<file path="config.mk">
export PLATFORM = sky130hd
export DESIGN_NAME = multicycle_controller
export DESIGN_NICKNAME = d
export VERILOG_FILES = /design/src/rtl/riscv_ctrl_pkg.sv /design/src/rtl/alu_op_decoder.sv /design/src/rtl/multicycle_controller.sv
export SDC_FILE = /design/constraint.sdc
export NUM_CORES = 1
export LEC_CHECK = 0
export BUFFER_PORTS_ARGS = -buffer_cell sky130_fd_sc_hd__buf_2
export CAP_MARGIN = 0
export CORE_ASPECT_RATIO = 1.25
export CORE_MARGIN = 10
export CORE_UTILIZATION = 42
export CTS_CLUSTER_SIZE = 16
export DETAILED_ROUTE_END_ITERATION = 10
export HOLD_SLACK_MARGIN = 0.03
export PLACE_DENSITY = 0.76
export SLEW_MARGIN = 40
export SYNTH_ARGS = -nofsm -noshare
export SYNTH_HDL_FRONTEND = slang
export SYNTH_SLANG_ARGS = --single-unit
</file>
<file path="constraint.sdc">
create_clock -name clk -period 1.29 [get_ports clk]
set_input_delay 0 -clock clk [delete_from_list [all_inputs] [get_ports clk]]
set_output_delay 0 -clock clk [all_outputs]
set_load 0.1 [all_outputs]
</file>
<file path="src/rtl/riscv_ctrl_pkg.sv">
`default_nettype none
// ============================================================================
//  Module      : riscv_ctrl_pkg
//  Description : Shared encodings for the multicycle RV32I control path:
//                FSM state enum, opcode constants, datapath select codes.
//  Revision    : 1.0  initial release
// ============================================================================
package riscv_ctrl_pkg;

    // Controller states; ILLEGAL is a terminal trap left only through reset.
    typedef enum logic [3:0] {
        S_FETCH    = 4'd0,
        S_DECODE   = 4'd1,
        S_MEMADR   = 4'd2,
        S_MEMREAD  = 4'd3,
        S_MEMWB    = 4'd4,
        S_MEMWRITE = 4'd5,
        S_EXECR    = 4'd6,
        S_EXECI    = 4'd7,
        S_ALUWB    = 4'd8,
        S_BRANCH   = 4'd9,
        S_LINK     = 4'd10,
        S_JUMP     = 4'd11,
        S_LUI      = 4'd12,
        S_ILLEGAL  = 4'd13
    } state_t;

    // Major opcodes (Inst[6:0])
    localparam logic [6:0] OP_R    = 7'b0110011;
    localparam logic [6:0] OP_I    = 7'b0010011;
    localparam logic [6:0] OP_LW   = 7'b0000011;
    localparam logic [6:0] OP_SW   = 7'b0100011;
    localparam logic [6:0] OP_BR   = 7'b1100011;
    localparam logic [6:0] OP_JAL  = 7'b1101111;
    localparam logic [6:0] OP_JALR = 7'b1100111;
    localparam logic [6:0] OP_LUI  = 7'b0110111;

    // funct3 values that qualify the memory and jalr classes
    localparam logic [2:0] F3_WORD = 3'b010;
    localparam logic [2:0] F3_JALR = 3'b000;

    // ALU operation
    localparam logic [2:0] ALU_ADD = 3'b000;
    localparam logic [2:0] ALU_SUB = 3'b001;
    localparam logic [2:0] ALU_AND = 3'b010;
    localparam logic [2:0] ALU_OR  = 3'b011;
    localparam logic [2:0] ALU_XOR = 3'b100;

    // Immediate format
    localparam logic [2:0] IMM_I = 3'b000;
    localparam logic [2:0] IMM_S = 3'b001;
    localparam logic [2:0] IMM_B = 3'b010;
    localparam logic [2:0] IMM_J = 3'b011;
    localparam logic [2:0] IMM_U = 3'b100;

    // ALU source A (11 = constant zero, never selected by this controller)
    localparam logic [1:0] SRCA_PC    = 2'b00;
    localparam logic [1:0] SRCA_OLDPC = 2'b01;
    localparam logic [1:0] SRCA_RS1   = 2'b10;

    // ALU source B
    localparam logic [1:0] SRCB_RS2  = 2'b00;
    localparam logic [1:0] SRCB_IMM  = 2'b01;
    localparam logic [1:0] SRCB_FOUR = 2'b10;
    localparam logic [1:0] SRCB_ZERO = 2'b11;

    // Result bus source
    localparam logic [1:0] RES_ALUOUTREG = 2'b00;
    localparam logic [1:0] RES_MDR       = 2'b01;
    localparam logic [1:0] RES_ALUOUT    = 2'b10;

    // Register-file write data source
    localparam logic [1:0] RDS_RESULT    = 2'b00;
    localparam logic [1:0] RDS_ALUOUTREG = 2'b01;
    localparam logic [1:0] RDS_IMM       = 2'b10;
    localparam logic [1:0] RDS_SIGNBIT   = 2'b11;

    // Only beq/bne/blt/bge are implemented; everything else traps.
    function automatic logic branch_f3_ok(input logic [2:0] f3);
        return (f3 == 3'b000) || (f3 == 3'b001) || (f3 == 3'b100) || (f3 == 3'b101);
    endfunction

    // Branch decision from the subtract flags; blt/bge use the raw sign bit.
    function automatic logic branch_taken(input logic [2:0] f3, input logic zero,
                                          input logic sign_bit);
        logic taken;
        case (f3)
            3'b000:  taken = zero;
            3'b001:  taken = !zero;
            3'b100:  taken = sign_bit;
            3'b101:  taken = !sign_bit;
            default: taken = 1'b0;
        endcase
        return taken;
    endfunction

endpackage
`default_nettype wire

</file>
<file path="src/rtl/alu_op_decoder.sv">
`default_nettype none
// ============================================================================
//  Module      : alu_op_decoder
//  Description : Maps (R/I class, funct3, funct7) to an ALU operation, flags
//                slt/slti, and reports whether the combination is supported.
//  Revision    : 1.0  initial release
// ============================================================================
module alu_op_decoder
    import riscv_ctrl_pkg::*;
(
    input  logic       is_r,
    input  logic [2:0] f3,
    input  logic [6:0] f7,
    output logic [2:0] alu_op,
    output logic       is_slt,
    output logic       legal
);

    logic f7_ok;

    // R-type needs funct7 all zero except for sub; I-type ignores funct7.
    assign f7_ok = !is_r || (f7 == 7'b0000000);

    // Operation / legality table
    always_comb begin
        alu_op = ALU_ADD;
        is_slt = 1'b0;
        legal  = 1'b0;
        case (f3)
            3'b000: begin
                if (is_r && (f7 == 7'b0100000)) begin
                    alu_op = ALU_SUB;
                    legal  = 1'b1;
                end else begin
                    alu_op = ALU_ADD;
                    legal  = f7_ok;
                end
            end
            3'b111: begin
                alu_op = ALU_AND;
                legal  = f7_ok;
            end
            3'b110: begin
                alu_op = ALU_OR;
                legal  = f7_ok;
            end
            3'b100: begin
                alu_op = ALU_XOR;
                legal  = f7_ok;
            end
            3'b010: begin
                alu_op = ALU_SUB;
                is_slt = 1'b1;
                legal  = f7_ok;
            end
            default: begin
                alu_op = ALU_ADD;
                legal  = 1'b0;
            end
        endcase
    end

endmodule
`default_nettype wire

</file>
<file path="src/rtl/multicycle_controller.sv">
`default_nettype none
// ============================================================================
//  Module      : multicycle_controller
//  Description : Main control FSM of the multicycle RV32I core. Sequences
//                fetch/decode/execute/memory/writeback and drives every
//                datapath enable and mux select.
//  Revision    : 1.0  initial release
// ============================================================================
module multicycle_controller
    import riscv_ctrl_pkg::*;
(
    input  logic       clk,
    input  logic       rst,        // asynchronous, active low
    input  logic [6:0] Op,
    input  logic [2:0] F3,
    input  logic [6:0] F7,
    input  logic       Zero,
    input  logic       SignBit,
    output logic       PcEn,
    output logic       AdrSrc,
    output logic       MemWrite,
    output logic       IrWrite,
    output logic       RegWrite,
    output logic [2:0] Immsrc,
    output logic [1:0] AluSrcA,
    output logic [1:0] AluSrcB,
    output logic [2:0] AluOp,
    output logic [1:0] ResultSrc,
    output logic [1:0] RegDataSel,
    output logic       Illegal
);

    state_t     state;
    state_t     state_next;

    logic       is_r_class;
    logic [2:0] dec_alu_op;
    logic       dec_is_slt;
    logic       dec_legal;

    logic       pc_en_raw;
    logic       mem_write_raw;
    logic       ir_write_raw;
    logic       reg_write_raw;
    logic       illegal_raw;

    // Op/F3/F7 come from the IR, which is stable from DECODE to the end of
    // the instruction, so the decoder output is valid in every later state.
    assign is_r_class = (Op == OP_R);

    alu_op_decoder u_alu_op_decoder (
        .is_r   (is_r_class),
        .f3     (F3),
        .f7     (F7),
        .alu_op (dec_alu_op),
        .is_slt (dec_is_slt),
        .legal  (dec_legal)
    );

    // State register, asynchronously cleared to FETCH
    always_ff @(posedge clk or negedge rst) begin
        if (!rst) begin
            state <= S_FETCH;
        end else begin
            state <= state_next;
        end
    end

    // Next-state logic
    always_comb begin
        state_next = state;
        case (state)
            S_FETCH: state_next = S_DECODE;
            S_DECODE: begin
                case (Op)
                    OP_LW, OP_SW:
                        state_next = (F3 == F3_WORD) ? S_MEMADR : S_ILLEGAL;
                    OP_R:    state_next = dec_legal ? S_EXECR : S_ILLEGAL;
                    OP_I:    state_next = dec_legal ? S_EXECI : S_ILLEGAL;
                    OP_BR:   state_next = branch_f3_ok(F3) ? S_BRANCH : S_ILLEGAL;
                    OP_JAL:  state_next = S_LINK;
                    OP_JALR: state_next = (F3 == F3_JALR) ? S_LINK : S_ILLEGAL;
                    OP_LUI:  state_next = S_LUI;
                    default: state_next = S_ILLEGAL;
                endcase
            end
            S_MEMADR:   state_next = (Op == OP_SW) ? S_MEMWRITE : S_MEMREAD;
            S_MEMREAD:  state_next = S_MEMWB;
            S_MEMWB:    state_next = S_FETCH;
            S_MEMWRITE: state_next = S_FETCH;
            S_EXECR:    state_next = S_ALUWB;
            S_EXECI:    state_next = S_ALUWB;
            S_ALUWB:    state_next = S_FETCH;
            S_BRANCH:   state_next = S_FETCH;
            S_LINK:     state_next = S_JUMP;
            S_JUMP:     state_next = S_FETCH;
            S_LUI:      state_next = S_FETCH;
            S_ILLEGAL:  state_next = S_ILLEGAL;
            default:    state_next = S_FETCH;
        endcase
    end

    // Per-state datapath controls; anything not assigned in a state is zero
    always_comb begin
        pc_en_raw     = 1'b0;
        AdrSrc        = 1'b0;
        mem_write_raw = 1'b0;
        ir_write_raw  = 1'b0;
        reg_write_raw = 1'b0;
        Immsrc        = IMM_I;
        AluSrcA       = SRCA_PC;
        AluSrcB       = SRCB_RS2;
        AluOp         = ALU_ADD;
        ResultSrc     = RES_ALUOUTREG;
        RegDataSel    = RDS_RESULT;
        illegal_raw   = 1'b0;
        case (state)
            S_FETCH: begin
                ir_write_raw = 1'b1;
                AluSrcA      = SRCA_PC;
                AluSrcB      = SRCB_FOUR;
                ResultSrc    = RES_ALUOUT;
                pc_en_raw    = 1'b1;
            end
            S_DECODE: begin
                // Speculative branch target into AluOutReg
                AluSrcA = SRCA_OLDPC;
                AluSrcB = SRCB_IMM;
                Immsrc  = IMM_B;
            end
            S_MEMADR: begin
                AluSrcA = SRCA_RS1;
                AluSrcB = SRCB_IMM;
                Immsrc  = (Op == OP_SW) ? IMM_S : IMM_I;
            end
            S_MEMREAD: begin
                AdrSrc    = 1'b1;
                ResultSrc = RES_ALUOUTREG;
            end
            S_MEMWB: begin
                ResultSrc     = RES_MDR;
                RegDataSel    = RDS_RESULT;
                reg_write_raw = 1'b1;
            end
            S_MEMWRITE: begin
                AdrSrc        = 1'b1;
                ResultSrc     = RES_ALUOUTREG;
                mem_write_raw = 1'b1;
            end
            S_EXECR: begin
                AluSrcA = SRCA_RS1;
                AluSrcB = SRCB_RS2;
                AluOp   = dec_alu_op;
            end
            S_EXECI: begin
                AluSrcA = SRCA_RS1;
                AluSrcB = SRCB_IMM;
                Immsrc  = IMM_I;
                AluOp   = dec_alu_op;
            end
            S_ALUWB: begin
                reg_write_raw = 1'b1;
                RegDataSel    = dec_is_slt ? RDS_SIGNBIT : RDS_ALUOUTREG;
            end
            S_BRANCH: begin
                AluSrcA   = SRCA_RS1;
                AluSrcB   = SRCB_RS2;
                AluOp     = ALU_SUB;
                ResultSrc = RES_ALUOUTREG;
                pc_en_raw = branch_taken(F3, Zero, SignBit);
            end
            S_LINK: begin
                // PC already holds old PC + 4; park it in AluOutReg for rd
                AluSrcA = SRCA_PC;
                AluSrcB = SRCB_ZERO;
            end
            S_JUMP: begin
                if (Op == OP_JAL) begin
                    AluSrcA = SRCA_OLDPC;
                    Immsrc  = IMM_J;
                end else begin
                    AluSrcA = SRCA_RS1;
                    Immsrc  = IMM_I;
                end
                AluSrcB       = SRCB_IMM;
                ResultSrc     = RES_ALUOUT;
                pc_en_raw     = 1'b1;
                reg_write_raw = 1'b1;
                RegDataSel    = RDS_ALUOUTREG;
            end
            S_LUI: begin
                Immsrc        = IMM_U;
                RegDataSel    = RDS_IMM;
                reg_write_raw = 1'b1;
            end
            S_ILLEGAL: begin
                illegal_raw = 1'b1;
            end
            default: begin
                illegal_raw = 1'b0;
            end
        endcase
    end

    // Enables are forced low the instant reset asserts, not at the next edge
    always_comb begin
        PcEn     = pc_en_raw     & rst;
        MemWrite = mem_write_raw & rst;
        IrWrite  = ir_write_raw  & rst;
        RegWrite = reg_write_raw & rst;
        Illegal  = illegal_raw   & rst;
    end

endmodule
`default_nettype wire

</file>
==> impl_metrics.ini, run 1 <==
[status]
haltStage = detailed placement (3_5_place_dp)
status = did not finish
tool.error = [ERROR DPL-0033] detailed placement checks failed during check placement.

[yosys]
postSynthAreaPerCell_um2 = 6.732
yosys_warnings = 0
syn_inst = 134
ys_types = 52
syn_nets = 155
syn_area_um2 = 902.1
synth.ff_latch_count = 4
yosysSeqAreaShare_pct = 11.10

[floorplanning]
die_x_um = 61.45
die_height_um = 71.82
start_util_pct = 45.01
io_pins = 41
rows = 18

[placement]
hpwlAfterDp_um = 5492
portBuffers = 40
gp_congestion = 0.9060
## Yosys cell counts, drive strengths merged
cell type | n | share of area (%)
nand4 | 1 | 0.69
o21ai | 3 | 1.7
and2b | 2 | 1.8
nand3b | 2 | 1.7
nor3 | 6 | 3.3
and2 | 2 | 1.4
o21bai | 1 | 0.83
o31ai | 1 | 0.83
or3 | 1 | 0.69
a31oi | 5 | 3.5
a31o | 2 | 1.9
a221o | 2 | 2.2
clkbuf | 8 | 3.3
a21boi | 1 | 0.83
xor2 | 2 | 1.9
dfrtp | 4 | 11
a2111oi | 4 | 5.5
o211ai | 1 | 0.83
o21a | 1 | 0.83
mux2i | 2 | 2.2
o41ai | 1 | 0.97
o22ai | 3 | 2.1
o32ai | 1 | 0.97
a21o | 1 | 0.83
nand4b | 1 | 0.97
a211oi | 1 | 0.83
nand2b | 6 | 4.2
xnor2 | 2 | 1.9
nand3 | 1 | 0.55
and3 | 2 | 1.4
nor4b | 1 | 0.97
buf | 5 | 3.7
nand2 | 16 | 7.5
nor4 | 6 | 6.5
or2 | 2 | 1.7
inv | 3 | 1.2
a21oi | 4 | 2.2
a41oi | 1 | 0.97
nor3b | 2 | 1.7
nor2b | 6 | 4.2
nor2 | 18 | 7.5
## cell families after synthesis
logic type | Yosys count | synth area share (%)
AO/OA/AOI/OAI | 33 | 27.88
XOR/XNOR | 4 | 3.884
buffers and inverters | 16 | 8.322
flip-flops | 4 | 11.10
multiplexers | 2 | 2.219
AND/OR/NAND/NOR | 75 | 46.60
## through the flow
step	worst slack, ps	cell area [µm²]	instances	hold WS (ps)
after floorplan	-766.4	1231	134	-295.6
after global placement	-96.15	2002	230	-163.6
==> inputs of run 2 (changes only) <==
--- a/config.mk
+++ b/config.mk
@@ -7,13 +7,10 @@
 export LEC_CHECK = 0
 export BUFFER_PORTS_ARGS = -buffer_cell sky130_fd_sc_hd__buf_2
 export CAP_MARGIN = 0
-export CORE_ASPECT_RATIO = 1.25
-export CORE_MARGIN = 10
-export CORE_UTILIZATION = 42
-export CTS_CLUSTER_SIZE = 16
+export CORE_AREA = 10 10 71 73
 export DETAILED_ROUTE_END_ITERATION = 10
-export HOLD_SLACK_MARGIN = 0.03
-export PLACE_DENSITY = 0.76
+export DIE_AREA = 0 0 81 83
+export PLACE_DENSITY_LB_ADDON = 0.15
 export SLEW_MARGIN = 40
 export SYNTH_ARGS = -nofsm -noshare
 export SYNTH_HDL_FRONTEND = slang
==> constraint.sdc (replaced) <==
create_clock -name clk -period 1.68 [get_ports clk]
set_input_delay 0 -clock clk [delete_from_list [all_inputs] [get_ports clk]]
set_output_delay 0 -clock clk [all_outputs]
set_load 0.1 [all_outputs]
==> run 2 against run 1 <==
Compared with the run above:
- synthesized cell count stayed put
- the flow now finishes without violations
- area after synthesis unchanged
==> impl_metrics.ini, run 2 <==
[pwr]
intPower_mw = 1.332
p_sw_mw = 1.917
finalPower_mw = 3.249
combPwrFrac_pct = 88.3
p_clk_share_pct = 6.3
vdd_drop_max_v = 0.0004836
p_sw_share_pct = 59.01
pwr_density_cell_nw_per_um2 = 1856
leakage_nw = 0.6975
sequentialPowerShare_pct = 5.4

[yosys]
synth_top_cell_by_area = dfrtp_1
syn_area_um2 = 902.1
postSynthAreaPerCell_um2 = 6.732
async_reset_ff_share_pct = 100.0
synthMuxAreaShare_pct = 2.219
synth_compound_area_share_pct = 27.88
synthAdderAreaFrac_pct = 0
yosys_warnings = 0
synth.ff_latch_count = 4
syn_inst = 134
synth_top_area_share_pct = 11.10
synth_xor_xnor_area_share_pct = 3.883
ys_types = 52
synth-simple-area-share_pct = 46.60
synth_area_leaders = dfrtp_1 (11%), nor2_1 (7.5%), nand2_1 (6.2%), nand2b_1 (4.2%), nor2b_1 (4.2%)
synth-edff-count = 0
synth_common_cells = nor2_1 (18), nand2_1 (15), clkbuf_1 (8)
ys.flop_type = dfrtp_1
yosysMostFrequentCell = nor2_1
yosysSeqAreaShare_pct = 11.10
syn_nets = 155
synth_top_family_by_area = simple AND/OR/NAND/NOR gates

[detailed_routing]
drc_errors = 0
drt_iter0_drc = 63
vias = 1191
routed_wl_um = 3445
postRouteAntennaNets = 0
detail_route.wl_per_cell_um = 15.04
post_drt_via_cell_ratio = 5.201
first_pass_iters = 4

[placement]
hpwlAfterDp_um = 2920
portBuffers = 40
post-place-ws_ps = 189.9
placed_cells = 224
gp_congestion = 0.7740

[timing]
hold_ws_ps = 144.1
finalCritPeriodShare_pct = 97.59
relSlewSlack_pct = 74.70
fin_crit_ps = 1640
grt_setup_unrepaired = true
drv_slew = 0
max_freq_ghz = 0.6099
worst_pin_slew_ps = 379.1
final-hold-violation-count = 0
setup-violations-final = 0
setup_slack_ps = 40.50
fin_skew_ps = 4.850

[floorplanning]
start_util_pct = 24.83
core_region_area_um2 = 3633
io_pins = 41
rows = 22
die_area_um2 = 6723
die_height_um = 83
die_x_um = 81

[worst_setup_path]
cp-start-kind = register
endpoint_kind = output port
arrival_ps = 1640
setup.worst_path.start = state[3]$_DFF_PN0_
critPathKind = reg2out
worstPathRequired_ps = 1680
rrSetupSlack_ps = 230
cp_cell_sequence = buf_4, nor4_4, mux2i_1, nor2_4, buf_12
cpMaxStageDelayCell = dfrtp_1
critPathMaxStageDelay_ps = 430
r2r_start = state[3]$_DFF_PN0_
worst-path-max-fanout = 6

[final_layout]
seq_area_um2 = 100.1
nFillCells = 379
finalNetCount = 204
top_regs = state (4)
area_growth_pct = 94.04
layout_common_cells = buf_2 (20), buf_12 (20), buf_4 (15)
post-route-util_pct = 48.17
stdcell_count = 229
drive_gt1_share_pct = 49.17
largest_reg_flops = 4
regMostFlops = state
multiInputGateArea_um2 = 903.4
antenna_cells = 0

[clock_tree]
htree_levels = 1
clk_path_buf_depth = 2
path_clk_slew_ps = 30
cts_made_buffers = 3
cts.sinks = 4
ctsRootBufferMaster = clkbuf_8
cts_tree = done
insertion_delay_ps = 220

[global_routing]
first_global_vias = 1279
overflow = 0
grt_usage_pct = 10.55
grt_max_degree = 14
antenna_found_initial = 0
grt_first_pass_wirelength_um = 5975

[job]
maxCapViolations = 0

[status]
status = finished clean

[hold_path]
hold_path_class = in2async
-- run 2: cells by family after synthesis --
| group | Yosys count |
|---|---|
| AO/OA/AOI/OAI | 33 |
| AND/OR/NAND/NOR | 75 |
| flip-flops | 4 |
| multiplexers | 2 |
| buffers and inverters | 16 |
| XOR/XNOR | 4 |
-- run 2: final timing paths --
path / end / cells past startpoint
setup / recovery: Immsrc[0] / 5
hold / removal: state[3]$_DFF_PN0_ / 2
setup reg to reg: state[0]$_DFF_PN0_ / 5
hold reg to reg: state[2]$_DFF_PN0_ / 1
max in group asynchronous: state[1]$_DFF_PN0_ / 2
min in group clk: state[0]$_DFF_PN0_ / 5
-- run 2: cell type report --
| type | instances | share of cell area, % |
|---|---|---|
| Multi-Input combinational cell | 114 | 51.61 |
| Timing Repair Buffer | 57 | 36.24 |
| Inverter | 3 | 0.6433 |
| Tap cell | 48 | 3.431 |
| Clock buffer | 3 | 2.359 |
| Sequential cell | 4 | 5.718 |
-- run 2: power by group through the flow --
| stage | clock network, mW | logic (mW) | registers, mW |
|---|---|---|---|
| after CTS | 0.205 | 2.90 | 0.175 |
| after global placement | 0 | 2.86 | 0.174 |
| final | 0.203 | 2.87 | 0.176 |
| after floorplan | 0 | 2.02 | 0.144 |
| after detailed placement | 0 | 2.89 | 0.176 |
| after global routing | 0.218 | 3.01 | 0.182 |
-- run 2: stage by stage --
stage / cell area (µm²) / setup TNS [ps]
final: 1750 / 0
after global routing: 1750 / -116.1
after CTS: 1739 / 0
after detailed placement: 1679 / 0
after global placement: 1679 / 0
after floorplan: 1131 / -2342
-- run 2: what timing repair did --
item	CTS	global route
endpoints found under the hold margin	4	0
pin swaps	0	1
setup buffers	0	1
gates resized for setup	1	1
endpoints found under the setup margin	1	5
hold buffers	1	0
-- run 2: per-layer routing --
| layer | GRT usage, % | wire length, µm |
|---|---|---|
| met1 | 12.11 | 1437 |
| met2 | 18.66 | 1799 |
| met3 | 2.371 | 173 |
| met4 | 2.817 | 35 |
| met5 | 0 | 0 |
-- run 2: worst max-delay path, delay by kind of cell (launching register included) --
| family | cells | cell delay [ps] |
|---|---|---|
| flops | 1 | 430 |
| simple gates | 2 | 450 |
| mux | 1 | 170 |
| buf+inv | 2 | 360 |
Note: power is estimated with default switching activity, not from simulation.
